File: config.mk
export PLATFORM = sky130hd
export DESIGN_NAME = sal_ref_ctrl_flat
export DESIGN_NICKNAME = d
export VERILOG_FILES = /design/src/rtl/sal_ref_ctrl_if.sv /design/src/rtl/sal_ref_ctrl.sv /design/src/flat_wrapper.sv
export SDC_FILE = /design/constraint.sdc
export NUM_CORES = 1
export LEC_CHECK = 0
export CORE_MARGIN = 2
export CORE_UTILIZATION = 55
export DETAILED_ROUTE_END_ITERATION = 10
export PLACE_DENSITY_LB_ADDON = 0.3
export RECOVER_POWER = 100
export SYNTH_ARGS = -nofsm -noshare
export SYNTH_HDL_FRONTEND = slang
export SYNTH_SLANG_ARGS = --single-unit
File: constraint.sdc
create_clock -name clk -period 4.8 [get_ports clk]
set_input_delay 1.44 -clock clk [delete_from_list [all_inputs] [get_ports clk]]
set_output_delay 1.44 -clock clk [all_outputs]
set_load 0.02 [all_outputs]
File: src/rtl/sal_ref_ctrl_if.sv
// ---------------------------------------------------------------------------
// sal_ref_ctrl_if
// Per-bank refresh handshake between the refresh manager and the bank
// controllers.
//   ref_req_o  [BK_CNT]  level request per bank, driven by the refresh manager
//   ref_gnt_i  [BK_CNT]  one-cycle pulse per bank once it has issued its REF
// Modports:
//   master  refresh manager side (drives ref_req_o, samples ref_gnt_i)
//   slave   bank controller side (samples ref_req_o, drives ref_gnt_i)
// ---------------------------------------------------------------------------
interface sal_ref_ctrl_if #(
   parameter int BK_CNT = 8
) ();
   logic [BK_CNT-1:0] ref_req_o;
   logic [BK_CNT-1:0] ref_gnt_i;

   modport master (output ref_req_o, input ref_gnt_i);
   modport slave  (input ref_req_o, output ref_gnt_i);
endinterface

File: src/rtl/sal_ref_ctrl.sv
// ---------------------------------------------------------------------------
// sal_ref_ctrl
// Refresh manager for the SAL DDR controller. Generates tREFI-paced refresh
// obligations, tracks the owed refresh count (debt) and issues either an
// all-bank refresh or a round-robin per-bank refresh over the ref_req/ref_gnt
// handshake of the bank controllers.
//
// Ports:
//   clk          controller clock
//   rst_n        synchronous active-low reset
//   ref_en_i     refresh enable
//   pb_mode_i    0 = all-bank, 1 = per-bank round-robin (sampled in IDLE)
//   trefi_i      tREFI in clk cycles, 0 stops interval counting
//   ctrl_idle_i  no pending requests in decoder/bank queues
//   bus          refresh handshake (master modport: ref_req_o / ref_gnt_i)
//   urgent_o     debt at limit, scheduler must block new ACTs
//   debt_o       current refresh debt
//   ovf_o        sticky, a tick arrived while debt was already at the limit
//
// Build option:
//   SAL_REF_POSTPONE_EN  when defined, refreshes wait for ctrl_idle_i unless
//                        the debt has reached half the limit.
// ---------------------------------------------------------------------------
module sal_ref_ctrl #(
   parameter int BK_CNT   = 8,
   parameter int TREFI_W  = 16,
   parameter int MAX_DEBT = 8
) (
   input  logic               clk,
   input  logic               rst_n,
   input  logic               ref_en_i,
   input  logic               pb_mode_i,
   input  logic [TREFI_W-1:0] trefi_i,
   input  logic               ctrl_idle_i,
   sal_ref_ctrl_if.master     bus,
   output logic               urgent_o,
   output logic [3:0]         debt_o,
   output logic               ovf_o
);

   localparam int         PTR_W = $clog2(BK_CNT);
   localparam logic [3:0] MAX_D = 4'(MAX_DEBT);

   typedef enum logic {S_IDLE, S_REQ} state_t;

   state_t             r_state;
   logic [TREFI_W-1:0] r_cnt;
   logic [3:0]         r_debt;
   logic               r_urgent;
   logic               r_ovf;
   logic               r_pb;
   logic [PTR_W-1:0]   r_ptr;
   logic [BK_CNT-1:0]  r_target;
   logic [BK_CNT-1:0]  r_done;
   logic [BK_CNT-1:0]  r_req;

   logic [TREFI_W-1:0] w_shift;
   logic [TREFI_W-1:0] w_reload;
   logic               w_cnt_run;
   logic               w_tick;
   logic [BK_CNT-1:0]  w_done_nxt;
   logic               w_complete;
   logic               w_issue_cond;
   logic [BK_CNT-1:0]  w_new_target;
   logic [3:0]         w_debt_nxt;

   // Per-bank mode spreads one tREFI over all banks; a zero reload would
   // never tick, so it is forced to one.
   assign w_shift   = pb_mode_i ? (trefi_i >> PTR_W) : trefi_i;
   assign w_reload  = (w_shift == '0) ? TREFI_W'(1) : w_shift;
   assign w_cnt_run = ref_en_i && (trefi_i != '0);
   assign w_tick    = w_cnt_run && (r_cnt == TREFI_W'(1));

   // Grants only count for banks in the current target set.
   assign w_done_nxt = r_done | (bus.ref_gnt_i & r_target);
   assign w_complete = (r_state == S_REQ) && (w_done_nxt == r_target);

`ifdef SAL_REF_POSTPONE_EN
   assign w_issue_cond = (r_debt != 4'd0) &&
                         (ctrl_idle_i || (r_debt >= 4'(MAX_DEBT / 2)));
`else
   logic w_unused;
   assign w_unused     = ctrl_idle_i;
   assign w_issue_cond = (r_debt != 4'd0);
`endif

   assign w_new_target = pb_mode_i ? ({{(BK_CNT-1){1'b0}}, 1'b1} << r_ptr) : '1;

   // A tick and a completion in the same cycle cancel out; a tick at the
   // limit saturates. A completion implies debt >= 1 since issue needs debt.
   always_comb begin
      w_debt_nxt = r_debt;
      if (w_tick && !w_complete) begin
         if (r_debt != MAX_D) w_debt_nxt = r_debt + 4'd1;
      end else if (!w_tick && w_complete) begin
         w_debt_nxt = r_debt - 4'd1;
      end
   end

   always_ff @(posedge clk) begin
      if (!rst_n) begin
         r_state  <= S_IDLE;
         r_cnt    <= w_reload;
         r_debt   <= 4'd0;
         r_urgent <= 1'b0;
         r_ovf    <= 1'b0;
         r_pb     <= 1'b0;
         r_ptr    <= '0;
         r_target <= '0;
         r_done   <= '0;
         r_req    <= '0;
      end else begin
         if (w_cnt_run) r_cnt <= w_tick ? w_reload : (r_cnt - TREFI_W'(1));

         r_debt   <= w_debt_nxt;
         r_urgent <= (w_debt_nxt == MAX_D);
         if (w_tick && (r_debt == MAX_D)) r_ovf <= 1'b1;

         case (r_state)
            S_IDLE: begin
               if (ref_en_i && w_issue_cond) begin
                  r_state  <= S_REQ;
                  r_pb     <= pb_mode_i;
                  r_target <= w_new_target;
                  r_done   <= '0;
                  r_req    <= w_new_target;
               end
            end
            S_REQ: begin
               r_done <= w_done_nxt;
               r_req  <= r_target & ~w_done_nxt;
               if (w_complete) begin
                  r_state <= S_IDLE;
                  if (r_pb) r_ptr <= r_ptr + PTR_W'(1);
               end
            end
            default: r_state <= S_IDLE;
         endcase
      end
   end

   assign bus.ref_req_o = r_req;
   assign urgent_o      = r_urgent;
   assign debt_o        = r_debt;
   assign ovf_o         = r_ovf;

endmodule

File: src/flat_wrapper.sv
// flat-port wrapper written by rule: the top's interface ports become plain ports
module sal_ref_ctrl_flat 
#(
   parameter int BK_CNT   = 8,
   parameter int TREFI_W  = 16,
   parameter int MAX_DEBT = 8
)
  (clk, rst_n, ref_en_i, pb_mode_i, trefi_i, ctrl_idle_i, urgent_o, debt_o, ovf_o, bus_ref_req_o, bus_ref_gnt_i);
  sal_ref_ctrl_if #(.BK_CNT(BK_CNT)) bus_i ();
  input  logic clk;
  input  logic rst_n;
  input  logic ref_en_i;
  input  logic pb_mode_i;
  input  logic [TREFI_W-1:0] trefi_i;
  input  logic ctrl_idle_i;
  output logic urgent_o;
  output logic [3:0] debt_o;
  output logic ovf_o;
  output wire logic [$bits(bus_i.ref_req_o)-1:0] bus_ref_req_o;
  input wire logic [$bits(bus_i.ref_gnt_i)-1:0] bus_ref_gnt_i;
  assign bus_ref_req_o = bus_i.ref_req_o;
  assign bus_i.ref_gnt_i = bus_ref_gnt_i;
  sal_ref_ctrl #(.BK_CNT(BK_CNT), .TREFI_W(TREFI_W), .MAX_DEBT(MAX_DEBT)) u_core (.clk(clk), .rst_n(rst_n), .ref_en_i(ref_en_i), .pb_mode_i(pb_mode_i), .trefi_i(trefi_i), .ctrl_idle_i(ctrl_idle_i), .bus(bus_i), .urgent_o(urgent_o), .debt_o(debt_o), .ovf_o(ovf_o));
endmodule
* Word level (Yosys, flattened, before mapping)
Index checks and enable logic that the tools add are counted.
** Storage, ports and cells
- Flip-flop bits (word level) :: 51
- Latch bits :: 0
- Memory bits (writable) :: 0
- Memory bits (read-only) :: 0
- Input port bits :: 29
- Output and inout port bits :: 14
- Logic and storage cells :: 57
- Memories kept :: 0
** Cells by class
- Add/subtract/negate cells :: 4
- $mul :: 0
- Divide/modulo/power cells :: 0
- Order comparisons :: 0
- Equal/unequal tests :: 7
- Shift-type cells :: 1
- Muxes and demuxes :: 16
- Bitwise logic cells :: 5
- Reduce and logical (&&, ||, !) cells :: 14
** Operators by type and width (number)
- two-way mux 16 bit :: 5
- case mux 8 bit (2 select lines) :: 2
- two-way mux 8 bit :: 3
- AND 8 bit :: 2
- equality test 16 x 1 -> 1 bit, second input constant :: 1
- zero test 16 bit :: 1
- nonzero test 16 bit :: 1
- subtractor 16 x 1 -> 16 bit, second input constant :: 1
- two-way mux 4 bit :: 3
- equality test 4 bit, second input constant :: 2
- equality test 8 bit :: 1
- inverter 8 bit :: 1
- OR 8 bit :: 1
- << shifter 1 x 3 -> 8 bit, first input constant :: 1
- logical AND 1 bit :: 7
- adder 4 x 1 -> 4 bit, second input constant :: 1
- != test 2 x 1 -> 1 bit, second input constant :: 2
- != test 4 bit, second input constant :: 1
- nonzero test 4 bit :: 1
- subtractor 4 x 1 -> 4 bit, second input constant :: 1
- adder 3 x 1 -> 3 bit, second input constant :: 1
- AND reduction 3 bit :: 1
- zero test 1 bit :: 2
- two-way mux 1 bit :: 2
- other kinds (3) :: 3

* Longest topological paths before layout
Gate-level depths: netlist (run 1).
- Word-level depth :: 8
- Depth in mapped cells :: 8
- Gate-level depth less buffers :: 8

* Least setup slack after synthesis (run 1)
Ideal clock, no wire load.
- Path kind :: input-to-reg
- From :: input trefi_i[5]
- To :: register u_core.r_cnt[13], data pin
- Library setup time :: 0.264 ns
- Arrival :: 3.071 ns
- Required time :: 4.536 ns
- Slack :: 1.466 ns
- Stages :: 6
- Buffers on the path :: 0
- Cell sequence :: or4_1 a21bo_1 nand2_1 o41ai_4 nor2_1 o2bb2ai_1
** On the way
- Word-level cells in the longest chain between the ends :: 6
- Elaborated cells between the ends (all ways) :: 9
- Those cells by class :: mux (5); reduce/logical (4)
** Ends and longest elaborated chain
- start, declared :: line flat_wrapper.sv:14 : input logic [TREFI_W-1:0] trefi_i;
- two-way mux 16 bit / nonzero test 16 bit (equally long branches) :: line sal_ref_ctrl.sv:69, sal_ref_ctrl.sv:71
- zero test 16 bit / logical AND 1 bit (equally long branches) :: line sal_ref_ctrl.sv:70, sal_ref_ctrl.sv:71
- two-way mux 16 bit / logical AND 1 bit (equally long branches) :: line sal_ref_ctrl.sv:70, sal_ref_ctrl.sv:72
- two-way mux 16 bit (2 in series) :: line sal_ref_ctrl.sv:113 : if (w_cnt_run) r_cnt <= w_tick ? w_reload : (r_cnt - TREFI_W'(1));
- two-way mux 16 bit * :: line sal_ref_ctrl.sv:101 : if (!rst_n) begin
- end signal, assigned :: line sal_ref_ctrl.sv:103 : r_cnt <= w_reload;
- end signal, assigned :: line sal_ref_ctrl.sv:113
- end, declared :: line sal_ref_ctrl.sv:47 : logic [TREFI_W-1:0] r_cnt;
Every way passes the cells marked *; elsewhere a longest branch is shown, timed or not. The select of a mux whose other input is x is not followed.
A chain may end at the register's enable or synchronous reset.

* Worst setup path after layout (run 1)
- From :: input trefi_i[5]
- To :: register u_core.r_cnt[14], data pin
The elaborated chain is that of the path after synthesis.

==> PnR_summary.wiki, run 1 <==
{| class="wikitable"
! Metric !! Value
|-
| Status || completed
|-
| Final clock skew || 0.00783 ns
|-
| Routability cong. || 0.851
|-
| Antenna diode instance count || 0
|-
| Critical Path Fanout Max || 10
|-
| Maximum number of pins on one net before global-route repair || 28
|-
| DR iter-0 viols || 174
|-
| Number of gates resized after CTS || 0
|-
| Final setup violating endpoints || 0
|-
| Simple-gate area share of the yosys netlist || 0.182
|-
| Routed len/inst || 15.7 um
|-
| Synth Register Bits || 51
|-
| Post-synthesis mux area share || 0.0583
|-
| Aggregate negative setup slack || 0 ns
|-
| CTS tree || done
|-
| Worst Reg-to-Reg Cells || 6
|-
| Cts bufs inserted || 5
|-
| Required time at the endpoint of the critical path || 4.81 ns
|-
| Total wire length after detailed routing || 6820 um
|-
| Antenna Violating Nets Remaining || 0
|-
| First-pass iteration count of the detailed router || 4
|-
| Count of warnings emitted by yosys || 0
|-
| Count of flip-flops with a built-in enable after synthesis || 16
|-
| Path type of the worst min-delay path || reg -> reg
|-
| Floorplan die area || 5990 um^2
|-
| I/O pin count || 43
|-
| Startpoint of the worst-slack reg-to-reg timing path || u_core.r_cnt[9]$_DFFE_PP_
|-
| Endpoint arrival time on the critical path || 4.14 ns
|-
| Starting density of the core || 0.577
|-
| Register area share after synthesis || 0.398
|-
| Overall global routing resource usage || 0.233
|-
| Synthesized-area fraction occupied by ao, oa, aoi and oai cells || 0.201
|-
| Max Root-Sink Buffers || 2
|-
| Fillcell total || 438
|-
| CTS hold repair buffers || 0
|-
| Final-stage net count || 410
|-
| H-Tree Level Count || 2
|-
| Count of final max-slew check failures || 0
|-
| Fmax || 242 MHz
|-
| Area fraction of the dominant cell type after synthesis || 0.236
|-
| Hold path start || u_core.r_done[4]$_SDFFE_PN0P_
|-
| Dominant combinational cell family by area after synthesis || compound AO/OA/AOI/OAI gates
|-
| Worst hold path endpoint || u_core.r_done[4]$_SDFFE_PN0P_
|-
| Count of clock tree sinks || 51
|-
| Launching element type of the critical path || primary input
|-
| Category of the critical setup timing path || in -> reg
|-
| Worst vdd rail ir drop || 0.272 mV
|-
| Dominant register cell in the synthesized netlist || sky130_fd_sc_hd__dfxtp_1
|-
| Worst-case register-to-register setup slack || 1.77 ns
|-
| Quantity of I/O buffers inserted on ports || 41
|-
| Detailed-route DRC error count || 0
|-
| Main area contributors after synthesis || sky130_fd_sc_hd__dfxtp_1, sky130_fd_sc_hd__edfxtp_1, sky130_fd_sc_hd__ha_1
|-
| Wire length of the first global-routing pass || 11400 um
|-
| Pwr per Cell Area || 471 nW/um^2
|-
| Cell type with the largest total area after synthesis || sky130_fd_sc_hd__dfxtp_1
|-
| Avg Inst Size Synth || 9.15 um^2
|-
| Period Utilization, post-route || 0.860
|-
| Endpoint type of the worst setup path || flip-flop
|-
| Worst slew pin tran || 0.970 ns
|-
| Placed wire-length estimate after detailed placement || 5030 um
|-
| Synth Area in XOR/XNOR || 0.0532
|-
| Clk slew on worst S/H paths || 0.09 ns
|-
| Via total after detailed routing || 2578
|-
| Overall power || 1.66 mW
|-
| Overflow left after global routing || 0
|-
| Clock insertion delay at the later pin of the skew report || 0.30 ns
|-
| Number of hold violations in the final report || 0
|-
| Post-layout min period || 4.13 ns
|-
| Worst Hold Depth || 2
|-
| Maximum capacitance violations || 0
|-
| Die X || 77.4 um
|-
| Post-synthesis instance total || 324
|-
| Ratio of cells with drive above 1 in the final layout || 0.0495
|-
| Number of library cell types mapped by synthesis || 43
|-
| R2r endpoint || u_core.r_cnt[14]$_DFFE_PP_
|-
| Multi-input logic area || 1670 um^2
|-
| Post-Synthesis Net Count || 371
|-
| Proportion of synthesized flip-flops having asynchronous set or reset || 0
|-
| Unrepaired setup endpoints after global routing || no
|-
| Leakage power || 1.32 nW
|-
| Avg Vias per Cell || 5.94
|-
| Post-CTS setup buffers || 0
|-
| Std-Cell Rows || 26
|-
| Area growth from synthesis to final layout || 18.9%
|-
| Adder-cell area share of the yosys netlist || 0.0760
|-
| Core footprint || 5140 um^2
|-
| Number of global-route vias before repair || 2468
|-
| Combined area of all synthesized cells || 2960 um^2
|-
| Die H || 77.4 um
|-
| Clock root buffer master || sky130_fd_sc_hd__clkbuf_8
|-
| Sequential standard cell area || 1180 um^2
|-
| Max transition margin || 0.352
|-
| Antenna violations before repair || 0
|}
-- routing by layer --
metal  GRT usage  vias to the layer above  wire, um
li1            -                     1272         -
met1       0.318                     1243      3220
met2       0.391                       57      3230
met3      0.0360                        6       298
met4      0.0518                        0        68
met5           0                        -         0
-- cell families after synthesis --
logic type	after synthesis
AOI/OAI and AO/OA	83
xor gates and xnor gates	18
adders and majority gates	18
buffers and inverters	24
DFF	51
muxes	17
and+or+nand+nor	113
-- final cells by class --
| type | count | share of cell area |
|---|---|---|
| multi-input combinational | 249 | 0.474 |
| sequential | 51 | 0.335 |
| timing repair buffer | 47 | 0.125 |
| clock buffer | 7 | 0.0305 |
| tap | 70 | 0.0248 |
| inverter | 9 | 0.00958 |
| clock inverter | 1 | 0.00142 |
-- Yosys cell counts, drive strengths merged (9+ instances only) --
cell and instances:
a21oi 28, nand2 16, a211oi 11, inv 9, xnor2 10, clkbuf 11
edfxtp 16, dfxtp 35, ha 18, o22ai 10, nor2 54, mux2i 15
-- how the worst max path moves through the flow --
| stage | start | end | slack [ns] | cells after the start |
|---|---|---|---|---|
| after floorplan | trefi_i[5] | u_core.r_cnt[13]$_DFFE_PP_ | 1.47 | 6 |
| after global placement | trefi_i[5] | u_core.r_cnt[13]$_DFFE_PP_ | 0.71 | 7 |
| after detailed placement | trefi_i[5] | u_core.r_cnt[15]$_DFFE_PP_ | 0.70 | 7 |
| after CTS | trefi_i[5] | u_core.r_cnt[13]$_DFFE_PP_ | 1.00 | 7 |
| after global routing | ref_en_i | u_core.r_done[6]$_SDFFE_PN0P_ | 0.54 | 7 |
| final | trefi_i[5] | u_core.r_cnt[14]$_DFFE_PP_ | 0.67 | 7 |
-- power by group --
part           total, mW  leakage [nW]  switching, mW  internal [mW]
registers          0.669         0.449          0.119          0.550
logic              0.706         0.816          0.396          0.311
clock network      0.284        0.0594          0.136          0.148
total               1.66          1.32          0.650           1.01
-- cell usage in the layout, fill, tap and decap left out, types with 11 or more instances in the layout --
cell                              netlist  layout
sky130_fd_sc_hd__a211oi_1              11      11
sky130_fd_sc_hd__a21oi_1               28      28
sky130_fd_sc_hd__clkdlybuf4s50_1        0      24
sky130_fd_sc_hd__dfxtp_1               35      35
sky130_fd_sc_hd__dlygate4sd3_1          0      17
sky130_fd_sc_hd__edfxtp_1              16      16
sky130_fd_sc_hd__ha_1                  18      18
sky130_fd_sc_hd__mux2i_1               15      15
sky130_fd_sc_hd__nand2_1               16      16
sky130_fd_sc_hd__nor2_1                54      54
-- critical path: stages --
cell and delay [ns]:
sky130_fd_sc_hd__dlygate4sd3_1 0.59, sky130_fd_sc_hd__or4_1 0.62, sky130_fd_sc_hd__a21bo_1 0.22, sky130_fd_sc_hd__nand2_1 0.06
sky130_fd_sc_hd__o41ai_2 0.85, sky130_fd_sc_hd__nor2_1 0.17, sky130_fd_sc_hd__o2bb2ai_1 0.20
-- registers in the layout, summed over array words and instances, names as in the netlist --
| name | flops |
|---|---|
| u_core.bus.ref_req_o | 8 |
| u_core.debt_o | 4 |
| u_core.ovf_o | 1 |
| u_core.r_cnt | 16 |
| u_core.r_done | 8 |
| u_core.r_pb | 1 |
| u_core.r_ptr | 3 |
| u_core.r_state | 1 |
| u_core.r_target | 8 |
| u_core.urgent_o | 1 |
-- stage by stage --
stage           util  hold WS [ns]  instance area (um^2)  std cells  worst slack, ns
2_1_floorplan      -         0.438                  2960        324             1.47
3_3_place_gp   0.671         0.449                  3450        426            0.707
3_5_place_dp   0.671         0.461                  3450        426            0.700
4_1_cts        0.693         0.486                  3560        434             1.00
5_1_grt        0.686         0.503                  3520        434            0.542
6_report       0.686         0.480                  3520        434            0.672
Power figures use the tool's default switching activity.
==> run 2: changes to the inputs <==
--- a/config.mk
+++ b/config.mk
@@ -10,6 +10,7 @@
 export DETAILED_ROUTE_END_ITERATION = 10
 export PLACE_DENSITY_LB_ADDON = 0.3
 export RECOVER_POWER = 100
+export REMOVE_ABC_BUFFERS = 1
 export SYNTH_ARGS = -nofsm -noshare
 export SYNTH_HDL_FRONTEND = slang
 export SYNTH_SLANG_ARGS = --single-unit
==> PnR_summary.wiki, run 2 (synthesized netlist as in run 1, its figures left out) <==
{| class="wikitable"
! Metric !! Value
|-
| Final setup violating endpoints || 0
|-
| Hold path start || u_core.r_done[6]$_SDFFE_PN0P_
|-
| Max incr delay on CP || 0.77 ns
|-
| Library cell contributing the largest single delay on the critical path || sky130_fd_sc_hd__o41ai_1
|-
| Largest delay contributor family on the critical path || compound AO/OA/AOI/OAI gates
|-
| Routed len/inst || 15.4 um
|-
| Core footprint || 5140 um^2
|-
| Quantity of I/O buffers inserted on ports || 41
|-
| Worst Reg-to-Reg Cells || 6
|-
| Cts bufs inserted || 5
|-
| H-Tree Level Count || 2
|-
| CTS hold repair buffers || 0
|-
| Period Utilization, post-route || 0.877
|-
| Post-layout min period || 4.21 ns
|-
| Number of global-route vias before repair || 2464
|-
| Largest register by flop count || u_core.r_cnt
|-
| Count of clock tree sinks || 51
|-
| DR iter-0 viols || 192
|-
| Final-stage net count || 408
|-
| Die H || 77.4 um
|-
| Total placed instance area || 3430 um^2
|-
| Most common library cell in the layout ignoring fill and taps || sky130_fd_sc_hd__nor2_1
|-
| Wire length of the first global-routing pass || 11400 um
|-
| Avg Vias per Cell || 5.89
|-
| Detailed-route DRC error count || 0
|-
| Number of gates resized after CTS || 0
|-
| Via total after detailed routing || 2543
|-
| Launching element type of the critical path || primary input
|-
| Number of hold violations in the final report || 0
|-
| Overall global routing resource usage || 0.234
|-
| Std-Cell Rows || 26
|-
| Clk slew on worst S/H paths || 0.09 ns
|-
| Final clock skew || 0.00836 ns
|-
| Worst Hold Depth || 2
|-
| Die X || 77.4 um
|-
| Endpoint arrival time on the critical path || 4.27 ns
|-
| Required time at the endpoint of the critical path || 4.86 ns
|-
| Max Root-Sink Buffers || 2
|-
| Antenna Violating Nets Remaining || 0
|-
| Worst-case register-to-register setup slack || 1.93 ns
|-
| Leakage power || 1.30 nW
|-
| Aggregate negative setup slack || 0 ns
|-
| Endpoint type of the worst setup path || flip-flop
|-
| Clock insertion delay at the later pin of the skew report || 0.31 ns
|-
| Antenna diode instance count || 0
|-
| Max reg flops || 16
|-
| Fmax || 238 MHz
|-
| First-pass iteration count of the detailed router || 4
|-
| Routability cong. || 0.843
|-
| Post-route cell area || 3480 um^2
|-
| Max transition margin || 0.346
|-
| Startpoint of the worst-slack reg-to-reg timing path || u_core.r_state$_SDFF_PN0_
|-
| Final core utilization || 0.678
|-
| Path type of the worst min-delay path || reg -> reg
|-
| Area growth from synthesis to final layout || 17.5%
|-
| Worst hold path endpoint || u_core.r_done[6]$_SDFFE_PN0P_
|-
| Ratio of cells with drive above 1 in the final layout || 0.0442
|-
| Starting density of the core || 0.577
|-
| CTS tree || done
|-
| Fillcell total || 440
|-
| Worst vdd rail ir drop || 0.273 mV
|-
| Count of final max-slew check failures || 0
|-
| Ordered cell list for the critical path || dlygate4sd3_1 > or4_1 > o41ai_1 > o31ai_1 > o41ai_2 > nor2_1 > o2bb2ai_1
|-
| R2r endpoint || u_core.urgent_o$_SDFF_PN0_
|-
| Status || completed
|-
| Post-CTS setup buffers || 0
|-
| Critical Path Fanout Max || 10
|-
| Hold WS || 0.479 ns
|-
| Maximum number of pins on one net before global-route repair || 28
|-
| Overflow left after global routing || 0
|-
| Number of buffer and inverter stages on the critical path || 1
|-
| Floorplan die area || 5990 um^2
|-
| Worst slew pin tran || 0.971 ns
|-
| Unrepaired setup endpoints after global routing || no
|-
| Maximum capacitance violations || 0
|-
| Most used cells in the layout excluding fill and tap cells || sky130_fd_sc_hd__nor2_1, sky130_fd_sc_hd__dfxtp_1, sky130_fd_sc_hd__a21oi_1, sky130_fd_sc_hd__clkdlybuf4s50_1, sky130_fd_sc_hd__ha_1
|-
| Category of the critical setup timing path || in -> reg
|-
| Antenna violations before repair || 0
|-
| I/O pin count || 43
|-
| Pwr per Cell Area || 468 nW/um^2
|-
| Placed wire-length estimate after detailed placement || 4840 um
|-
| Total wire length after detailed routing || 6670 um
|-
| Clock root buffer master || sky130_fd_sc_hd__clkbuf_8
|}
run 2: cell types whose count changed in the layout (fill, tap and decap cells not counted):
cell                        change
sky130_fd_sc_hd__inv_4          +1
sky130_fd_sc_hd__clkinv_2       -1
sky130_fd_sc_hd__clkbuf_16      -1
sky130_fd_sc_hd__o41ai_1        +1
sky130_fd_sc_hd__o31ai_2        -1
sky130_fd_sc_hd__o31ai_1        +1
sky130_fd_sc_hd__clkbuf_8       +1
sky130_fd_sc_hd__o41ai_4        -1
sky130_fd_sc_hd__clkbuf_1       -2
run 2: power by group:
part           switching [mW]  internal, mW  total [mW]
Combinational           0.386         0.307       0.692
Sequential              0.117         0.550       0.666
Clock                   0.140         0.132       0.271
Total                   0.642         0.988        1.63
run 2: worst max path at each step:
stage	from	endpoint	slack (ns)	depth (start not counted)
after floorplan	trefi_i[5]	u_core.r_cnt[13]$_DFFE_PP_	1.30	6
after global placement	trefi_i[5]	u_core.r_cnt[13]$_DFFE_PP_	0.78	7
after detailed placement	trefi_i[5]	u_core.r_cnt[14]$_DFFE_PP_	0.76	7
after CTS	trefi_i[5]	u_core.r_cnt[14]$_DFFE_PP_	1.08	7
after global routing	trefi_i[5]	u_core.r_cnt[15]$_DFFE_PP_	0.46	7
final	trefi_i[5]	u_core.r_cnt[14]$_DFFE_PP_	0.59	7
run 2: layout make-up:
class | count | area (um^2) | share of cell area
clock buffers | 7 | 96.3 | 0.0277
clock inverters | 1 | 6.26 | 0.00180
inverters | 9 | 33.8 | 0.00970
multi-input cells | 249 | 1650 | 0.472
flip-flops and latches | 51 | 1180 | 0.339
well taps | 70 | 87.6 | 0.0251
repair buffers | 45 | 433 | 0.124
run 2: routing by layer:
metal	track usage	part of all wire	vias to the layer above
li1	-	-	1272
met1	0.324	0.48	1203
met2	0.384	0.47	63
met3	0.0430	0.046	5
met4	0.0536	0.0066	0
met5	0	0	-
run 2: worst register-to-register path, stage by stage (launching register included):
cell,delay (ns)
sky130_fd_sc_hd__dfxtp_1,0.94
sky130_fd_sc_hd__nand3_1,0.25
sky130_fd_sc_hd__nor3_1,0.68
sky130_fd_sc_hd__o31ai_1,0.27
sky130_fd_sc_hd__a21boi_0,0.22
sky130_fd_sc_hd__mux2i_1,0.12
sky130_fd_sc_hd__a2111oi_2,0.28
run 2: through the flow:
| stage | total power, mW | setup slack, ns | std cells |
|---|---|---|---|
| final | 1.63 | 0.590 | 432 |
| after global routing | 1.75 | 0.462 | 432 |
| after CTS | 1.68 | 1.08 | 432 |
| after detailed placement | 1.40 | 0.759 | 424 |
| after global placement | 1.38 | 0.781 | 424 |
| after floorplan | 1.15 | 1.30 | 309 |
==> edit, RTL diff (settings of run 2) <==
`BK_CNT` is set to 8 in 3 places; all go to 4.
--- a/src/rtl/sal_ref_ctrl_if.sv
+++ b/src/rtl/sal_ref_ctrl_if.sv
@@ -10,5 +10,5 @@
 // ---------------------------------------------------------------------------
 interface sal_ref_ctrl_if #(
-   parameter int BK_CNT = 8
+   parameter int BK_CNT = 4
 ) ();
    logic [BK_CNT-1:0] ref_req_o;
--- a/src/rtl/sal_ref_ctrl.sv
+++ b/src/rtl/sal_ref_ctrl.sv
@@ -23,5 +23,5 @@
 // ---------------------------------------------------------------------------
 module sal_ref_ctrl #(
-   parameter int BK_CNT   = 8,
+   parameter int BK_CNT   = 4,
    parameter int TREFI_W  = 16,
    parameter int MAX_DEBT = 8
--- a/src/flat_wrapper.sv
+++ b/src/flat_wrapper.sv
@@ -2,5 +2,5 @@
 module sal_ref_ctrl_flat 
 #(
-   parameter int BK_CNT   = 8,
+   parameter int BK_CNT   = 4,
    parameter int TREFI_W  = 16,
    parameter int MAX_DEBT = 8
Ports: changed (resized bus_ref_gnt_i and bus_ref_req_o); port bits go from 43 to 35. No check against the original RTL was run, so the function may have changed too.
==> edit against run 2 <==
- setup slack improved by 390 ps
- clock power increased by 14%
- routed wire length shrank 23%
- total power fell by 21%
- hold slack lost 8.7 ps
- synthesized area down 19%
- sequential share of layout area decreased by 2.0 points
- final area decreased by 17%
- sequential cell count shrank 13
- critical path type unchanged
==> edit: results (changes against run 2) <==
Run status
  – Result of the run: finished clean (unchanged)

Global route
  – Wire length of the first global-routing pass: 8750 um (was 11400 um)
  – Maximum number of pins on one net before global-route repair: 33 (was 28)
  – Global Route met2 Usage: 0.340 (was 0.384)
  – Met1 usage in global routing: 0.307 (was 0.324)
  – Total global routing track utilization: 0.223 (was 0.234)

Synthesis
  – Top cells by area in the synthesized netlist: sky130_fd_sc_hd__edfxtp_1, sky130_fd_sc_hd__dfxtp_1, sky130_fd_sc_hd__a21oi_1 (was sky130_fd_sc_hd__dfxtp_1, sky130_fd_sc_hd__edfxtp_1, sky130_fd_sc_hd__ha_1)
  – Xor-xnor portion of the synthesized cell area: 0.0545 (was 0.0532)
  – Commonest cells post-synth: sky130_fd_sc_hd__nor2_1, sky130_fd_sc_hd__a21oi_1, sky130_fd_sc_hd__dfxtp_1, sky130_fd_sc_hd__nand2_1, sky130_fd_sc_hd__edfxtp_1 (was sky130_fd_sc_hd__nor2_1, sky130_fd_sc_hd__dfxtp_1, sky130_fd_sc_hd__a21oi_1)
  – Post-synthesis cell count: 263 (was 324)
  – Compound-gate portion of the synthesized area: 0.171 (was 0.201)
  – Multiplexer share of the synthesized area: 0.0675 (was 0.0583)
  – Arithmetic-cell share of the synthesized area counting full adders, half adders and majority gates: 0.0623 (was 0.0760)
  – Part of the Yosys area used for sequential elements: 0.382 (was 0.398)

Drt
  – Number of design-rule violations left by the first detailed-router iteration: 197 (was 192)
  – Routed wl met2: 2360 um (was 3120 um)
  – Post-Route M1 WL: 2440 um (was 3200 um)
  – Detail Route met3 WL: 274 um (was 306 um)
  – Routed wire length per instance: 14.7 um (was 15.4 um)

Setup path
  – FF-to-FF path depth: 8 (was 6)
  – Destination of the critical timing path: u_core.r_cnt[3] (was u_core.r_cnt[14])
  – Setup slack of the worst register-to-register path: 2520 ps (was 1930 ps)
  – Biggest fanout along the worst timing path: 32 (was 10)
  – Reg2Reg Launch Point: u_core.debt_o[1] (was u_core.r_state)
  – Worst endpoint data arrival time: 3860 ps (was 4270 ps)

Power and ir drop
  – Share of total power in sequential cells: 0.392 (was 0.409)
  – Net switching power: 488 uW (was 642 uW)
  – Highest ir drop seen on vdd: 0.000303 V (was 0.000273 V)
  – Leakage: 0.00110 uW (was 0.00130 uW)
  – Internal power: 804 uW (was 988 uW)
  – Comb group: 477 uW (was 692 uW)

Placement
  – Count of input and output buffers: 33 (was 41)
  – Estimated wirelength of the detail-placed design: 3650 um (was 4840 um)
  – Final weighted congestion in routability-driven placement: 0.847 (was 0.843)
  – Number of placed instances with taps included: 339 (was 424)

Final layout
  – Fraction of final layout cells sized beyond drive strength 1: 0.0644 (was 0.0442)
  – NumNets Final: 331 (was 408)
  – Number of filler instances in the final layout: 363 (was 440)

Timing
  – Clock Skew: 10.7 ps (was 8.36 ps)
  – Actual slew at the worst max-slew pin: 664 ps (was 971 ps)
==> edit: cell count changes after synthesis, moves of 5 or more <==
cell and delta:
sky130_fd_sc_hd__o22ai_1 -10, sky130_fd_sc_hd__a211oi_1 -9, sky130_fd_sc_hd__or3_1 -5, sky130_fd_sc_hd__a31oi_1 -8
sky130_fd_sc_hd__nor2_1 -21, sky130_fd_sc_hd__ha_1 -6, sky130_fd_sc_hd__nand2_1 +6, sky130_fd_sc_hd__o21ai_1 +6
sky130_fd_sc_hd__dfxtp_1 -13
==> edit: critical path, stage by stage <==
cell	delay (ps)
sky130_fd_sc_hd__dlygate4sd3_1	590
sky130_fd_sc_hd__nor4_1	350
sky130_fd_sc_hd__nand4_1	370
sky130_fd_sc_hd__o311ai_4	440
sky130_fd_sc_hd__nand2_1	100
sky130_fd_sc_hd__buf_4	240
sky130_fd_sc_hd__nor3_1	250
sky130_fd_sc_hd__a21oi_1	70
==> edit: layout make-up <==
class                   count  area share
inverters                  13      0.0169
well taps                  52      0.0226
clock inverters             2      0.0134
multi-input cells         200       0.474
repair buffers             36       0.121
flip-flops and latches     38       0.319
clock buffers               6      0.0325
==> edit: metrics by stage <==
stage	worst slack (ps)	area [um^2]	hold WS (ps)
2_1_floorplan	1450	2360	450
3_3_place_gp	1050	2780	458
3_5_place_dp	1010	2780	462
4_1_cts	1280	2910	484
5_1_grt	817	2880	502
6_report	981	2880	471
==> edit: worst min path at each step <==
stage	start	to	cells past startpoint	slack, ps
final	u_core.ovf_o	u_core.ovf_o	2	470
after global routing	u_core.r_pb	u_core.r_pb	2	500
after CTS	u_core.ovf_o	u_core.ovf_o	2	480
after detailed placement	u_core.ovf_o	u_core.ovf_o	2	460
after global placement	u_core.ovf_o	u_core.ovf_o	2	460
after floorplan	u_core.r_pb	u_core.r_pb	2	450
